--- config.mk ---
export PLATFORM = sky130hd
export DESIGN_NAME = mem_bus_arbiter
export DESIGN_NICKNAME = d
export VERILOG_FILES = /design/src/rtl/mem_bus_arbiter.sv
export SDC_FILE = /design/constraint.sdc
export NUM_CORES = 1
export LEC_CHECK = 0
export BUFFER_PORTS_ARGS = -buffer_cell sky130_fd_sc_hd__clkbuf_2
export CAP_MARGIN = 20
export CORE_AREA = 2 2 122 124
export CTS_CLUSTER_DIAMETER = 60
export DETAILED_ROUTE_END_ITERATION = 8
export DIE_AREA = 0 0 124 126
export SETUP_SLACK_MARGIN = 0.5
export SLEW_MARGIN = 20
export SYNTH_ARGS = -nofsm -noshare
export SYNTH_HDL_FRONTEND = slang
export SYNTH_SLANG_ARGS = --single-unit
--- constraint.sdc ---
create_clock -name clk -period 2.7 [get_ports clk]
set_clock_uncertainty 0.05 [all_clocks]
set_input_delay 0.675 -clock clk [delete_from_list [all_inputs] [get_ports clk]]
set_output_delay 0.675 -clock clk [all_outputs]
set_load 0.01 [all_outputs]
--- src/rtl/mem_bus_arbiter.sv ---
// Two-to-one memory bus arbiter: merges the instruction-fetch port and the
// data port onto a single memory port, one transaction in flight at a time.
module mem_bus_arbiter #(
  parameter int unsigned RR = 1
) (
  input  logic        clk,
  input  logic        reset,

  input  logic        ireq_valid,
  output logic        ireq_ready,
  input  logic [31:0] ireq_addr,
  input  logic        ireq_wen,
  input  logic [31:0] ireq_wdata,
  output logic        iresp_valid,
  output logic        iresp_error,
  output logic [1:0]  iresp_errty,
  output logic [31:0] iresp_rdata,

  input  logic        dreq_valid,
  output logic        dreq_ready,
  input  logic [31:0] dreq_addr,
  input  logic        dreq_wen,
  input  logic [31:0] dreq_wdata,
  output logic        dresp_valid,
  output logic        dresp_error,
  output logic [1:0]  dresp_errty,
  output logic [31:0] dresp_rdata,

  output logic        memreq_valid,
  input  logic        memreq_ready,
  output logic [31:0] memreq_addr,
  output logic        memreq_wen,
  output logic [31:0] memreq_wdata,
  input  logic        memresp_valid,
  input  logic        memresp_error,
  input  logic [1:0]  memresp_errty,
  input  logic [31:0] memresp_rdata
);

  typedef enum logic [1:0] {IDLE, ISSUE, WAIT} state_t;
  typedef enum logic {PORT_I, PORT_D} port_t;

  state_t      state_q, state_d;
  port_t       owner_q, owner_d;
  port_t       last_q, last_d;
  port_t       sel;
  logic [31:0] addr_q, addr_d;
  logic [31:0] wdata_q, wdata_d;
  logic        wen_q, wen_d;

  // Pick the candidate port: a lone requester wins; ties go round-robin or to D.
  always_comb begin
    sel = PORT_I;
    if (ireq_valid && dreq_valid) begin
      if (RR != 0) sel = (last_q == PORT_I) ? PORT_D : PORT_I;
      else         sel = PORT_D;
    end else if (dreq_valid) begin
      sel = PORT_D;
    end
  end

  // Next-state, request latch and handshake outputs; everything idles in reset.
  always_comb begin
    state_d      = state_q;
    owner_d      = owner_q;
    last_d       = last_q;
    addr_d       = addr_q;
    wen_d        = wen_q;
    wdata_d      = wdata_q;
    ireq_ready   = 1'b0;
    dreq_ready   = 1'b0;
    memreq_valid = 1'b0;
    iresp_valid  = 1'b0;
    dresp_valid  = 1'b0;
    if (!reset) begin
      case (state_q)
        IDLE: begin
          ireq_ready = ireq_valid && (sel == PORT_I);
          dreq_ready = dreq_valid && (sel == PORT_D);
          if ((ireq_valid && (sel == PORT_I)) || (dreq_valid && (sel == PORT_D))) begin
            owner_d = sel;
            last_d  = sel;
            addr_d  = (sel == PORT_D) ? dreq_addr  : ireq_addr;
            wen_d   = (sel == PORT_D) ? dreq_wen   : ireq_wen;
            wdata_d = (sel == PORT_D) ? dreq_wdata : ireq_wdata;
            state_d = ISSUE;
          end
        end
        ISSUE: begin
          memreq_valid = 1'b1;
          if (memreq_ready) state_d = WAIT;
        end
        WAIT: begin
          if (memresp_valid) begin
            iresp_valid = (owner_q == PORT_I);
            dresp_valid = (owner_q == PORT_D);
            state_d     = IDLE;
          end
        end
        default: state_d = IDLE;
      endcase
    end
  end

  // State register and request latch.
  always_ff @(posedge clk) begin
    if (reset) begin
      state_q <= IDLE;
      owner_q <= PORT_I;
      last_q  <= PORT_D;
      addr_q  <= '0;
      wen_q   <= 1'b0;
      wdata_q <= '0;
    end else begin
      state_q <= state_d;
      owner_q <= owner_d;
      last_q  <= last_d;
      addr_q  <= addr_d;
      wen_q   <= wen_d;
      wdata_q <= wdata_d;
    end
  end

  assign memreq_addr  = addr_q;
  assign memreq_wen   = wen_q;
  assign memreq_wdata = wdata_q;

  // Response payload passes straight through; only the valids are steered.
  assign iresp_error  = memresp_error;
  assign iresp_errty  = memresp_errty;
  assign iresp_rdata  = memresp_rdata;
  assign dresp_error  = memresp_error;
  assign dresp_errty  = memresp_errty;
  assign dresp_rdata  = memresp_rdata;

endmodule

==> flow_metrics.env <==
export IMPL_run_status="complete, no violations"
export IMPL_critical_path_top_delay_family="simple AND/OR/NAND/NOR gates"
export IMPL_irDropWorstVdd_mv=0.256
export IMPL_dr_first_iter_drc_count=163
export IMPL_reg2regPathDepth=4
export IMPL_grt_setup_unrepaired="no"
export IMPL_die_footprint_sq_mm=0.0156
export IMPL_syn_instance_count=465
export IMPL_drt_antenna_violating_nets=0
export IMPL_area_growth_from_synthesis_to_layout_pct=24.9
export IMPL_synth_top_cells_by_area="sky130_fd_sc_hd__dfxtp_1 (35%), sky130_fd_sc_hd__a311oi_2 (19%), sky130_fd_sc_hd__buf_4 (13%), sky130_fd_sc_hd__nand2_1 (13%), sky130_fd_sc_hd__a21oi_1 (8.3%)"
export IMPL_finalMaxSlewViolations=0
export IMPL_track_usage_pct=15.7
export IMPL_drt_pre_antenna_iters=4
export IMPL_stdcell_count=767
export IMPL_io_pins=311
export IMPL_grt_overflow_total=0
export IMPL_cp_slowest_cell="sky130_fd_sc_hd__dfxtp_1"
export IMPL_ys_seq_area_share_pct=34.7
export IMPL_final_layout_size_suffix_gt1_share_pct=49.9
export IMPL_seq_area_sq_mm=0.00138
export IMPL_cellPowerDensity_mw_per_mm2=684
export IMPL_report_power_total_mw=3.40
export IMPL_design_final_nets=749
export IMPL_worst_setup_path_start_kind="flip-flop"
export IMPL_diodes=0
export IMPL_most_common_cell_after_layout_fill_and_taps_aside="sky130_fd_sc_hd__clkbuf_2"
export IMPL_worstReg2RegStart="last_q"
export IMPL_count_of_fill_cells_added_during_filler_insertion=1532
export IMPL_rrSetupSlack_ps=1110
export IMPL_place_port_buffers=205
export IMPL_post_place_cells=751
export IMPL_layout_cells_most_common_list="sky130_fd_sc_hd__clkbuf_2 (204), sky130_fd_sc_hd__nand2_1 (133), sky130_fd_sc_hd__dfxtp_1 (68)"
export IMPL_cp_buffers_inverters=1
export IMPL_detailed_place_hpwl_mm=9.23
export IMPL_worst_setup_hold_path_clk_slew_ps=60
export IMPL_numClockSinks=69
export IMPL_synthesis_area_per_instance_sq_um=8.57
export IMPL_first_global_vias=3507
export IMPL_cells_along_the_critical_path="nand2b_1 -> nor4bb_1 -> clkbuf_2"
export IMPL_cp_data_arrival_time_ps=1380
export IMPL_ys_types=24
export IMPL_max_cap_violations=0
export IMPL_timing_final_setup_violations=0
export IMPL_netlist_area_sq_mm=0.00399
export IMPL_syn_nets=636
export IMPL_total_leakage_power_nw=2.22
export IMPL_worst_setup_path_endpoint="dresp_valid"
export IMPL_tns_ps=0
export IMPL_cts_max_path_buffers=2
export IMPL_tritoncts_clock_tree="built"
export IMPL_cts_hold_repair_buffers=0
export IMPL_totalWireLength_mm=12.8
export IMPL_multiInputGateArea_sq_mm=0.00188
export IMPL_chip_height_um=126
export IMPL_destination_of_the_worst_register_to_register_timing_path="memreq_wdata[4]"
export IMPL_post_drt_wl_per_cell_um=16.7
export IMPL_worstPathRequired_ps=1980
export IMPL_worstSetupEndpointType="output pin"
export IMPL_grt_max_degree=44
export IMPL_setup_worst_path_start="state_q[0]"
export IMPL_cts_root_buffer_cell="sky130_fd_sc_hd__clkbuf_16"
export IMPL_clk_latency_ps=330
export IMPL_fmax_mhz=476
export IMPL_cts_htree_levels=3
export IMPL_tightestPinTransition_ps=656
export IMPL_core_region_area_sq_mm=0.0143
export IMPL_die_width_um=124
export IMPL_slowest_delay_ps=380
export IMPL_grt_first_pass_wirelength_mm=18.7
export IMPL_post_route_min_period_ps=2100
export IMPL_yosysWarnings=0
export IMPL_cts_setup_buffers=0
export IMPL_min_path_type="reg -> reg"
export IMPL_num_vias=3713
export IMPL_path_class="reg -> out"
export IMPL_route_detailed_drc=0
export IMPL_cp_depth=3
export IMPL_max_slew_margin_pct=56.2
export IMPL_grt_antenna_before_repair=0
export IMPL_report_final_hold_viol_count=0
export IMPL_crit_fanout=7
export IMPL_synth_seq_cells=69
export IMPL_cts_buffers=9
export IMPL_fin_crit_sh_pct=77.8
export IMPL_yosysTopAreaCell="sky130_fd_sc_hd__dfxtp_1"
export IMPL_detail_route_vias_per_cell=4.84
export IMPL_placement_rows=44
export IMPL_post_synth_top_area_fraction_pct=34.7
export IMPL_globalplace_congestion=0.776
export IMPL_initial_core_util_pct=27.8
[metrics by stage]
step / utilization (%) / cell area [sq um] / setup WS [ps] / hold slack [ps]
finish: 34.8 / 4980 / 599 / 469
global placement: 32.3 / 4620 / 508 / 460
floorplan: - / 3990 / 501 / 454
detailed placement: 32.3 / 4620 / 501 / 464
global route: 34.8 / 4980 / 504 / 493
CTS: 34.7 / 4970 / 557 / 471
[worst min-delay path, cell delays in order, from the launching register on]
cell,delay [ps]
sky130_fd_sc_hd__dfxtp_1,300
sky130_fd_sc_hd__a21oi_1,110
sky130_fd_sc_hd__a311oi_1,60
[sequential cells by signal, summed over array words and instances, names as in the netlist]
name,count
owner_q,1
state_q,2
last_q,1
memreq_addr,32
memreq_wen,1
memreq_wdata,32
[report_power, final]
group	internal [mW]	total (mW)	switching, mW	leakage, nW
sequential	1.14	1.21	0.0651	0.573
clock	0.905	1.38	0.478	0.158
combinational	0.348	0.816	0.469	1.49
[worst min-delay path by stage]
| stage | startpoint | to | slack (ps) | depth (start not counted) |
|---|---|---|---|---|
| final | memreq_addr[3] | memreq_addr[3] | 470 | 2 |
| after global routing | memreq_addr[12] | memreq_addr[12] | 490 | 2 |
| after detailed placement | memreq_addr[13] | memreq_addr[13] | 460 | 2 |
| after floorplan | state_q[1] | state_q[0] | 450 | 1 |
| after global placement | memreq_addr[4] | memreq_addr[4] | 460 | 2 |
| after CTS | memreq_addr[13] | memreq_addr[13] | 470 | 2 |
[timing repair]
item	4_1_cts	5_1_grt
hold endpoints to repair	0	0
setup endpoints to repair	1	2
gates resized for setup	1	2
pin swaps	0	0
[cell usage after synthesis, drive strengths merged]
cell type / n
buf: 93
nand2: 133
clkbuf: 21
and4b: 1
dfxtp: 69
a21oi: 66
nor2: 3
a221o: 1
o22a: 1
or2: 1
nor4: 1
a21bo: 2
a21boi: 1
nor4bb: 1
nand2b: 1
nor4b: 1
nor3b: 1
and2: 1
a311oi: 65
nor2b: 1
a2111oi: 1
[layer usage]
layer | up-vias | GRT usage [%] | part of all wire [%]
li1 | 1806 | - | -
met1 | 1686 | 16.0 | 37
met2 | 198 | 29.4 | 52
met3 | 23 | 4.39 | 9.1
met4 | 0 | 6.54 | 2.1
met5 | - | 0 | 0
[cell type report]
cell class                 instances  area share (%)
multi-input combinational        282            37.7
sequential                        69            27.8
timing repair buffer             216            22.9
tap                              184            4.62
clock buffer                       9            4.52
clock inverter                     7            2.44
[cells by family after synthesis]
kind of cell | count (synthesis) | synth area share [%]
AOI/OAI and AO/OA | 137 | 31.8
buffers and inverters | 114 | 19.1
DFF | 69 | 34.7
and+or+nand+nor | 145 | 14.5
(Power assumes the default switching activity.)
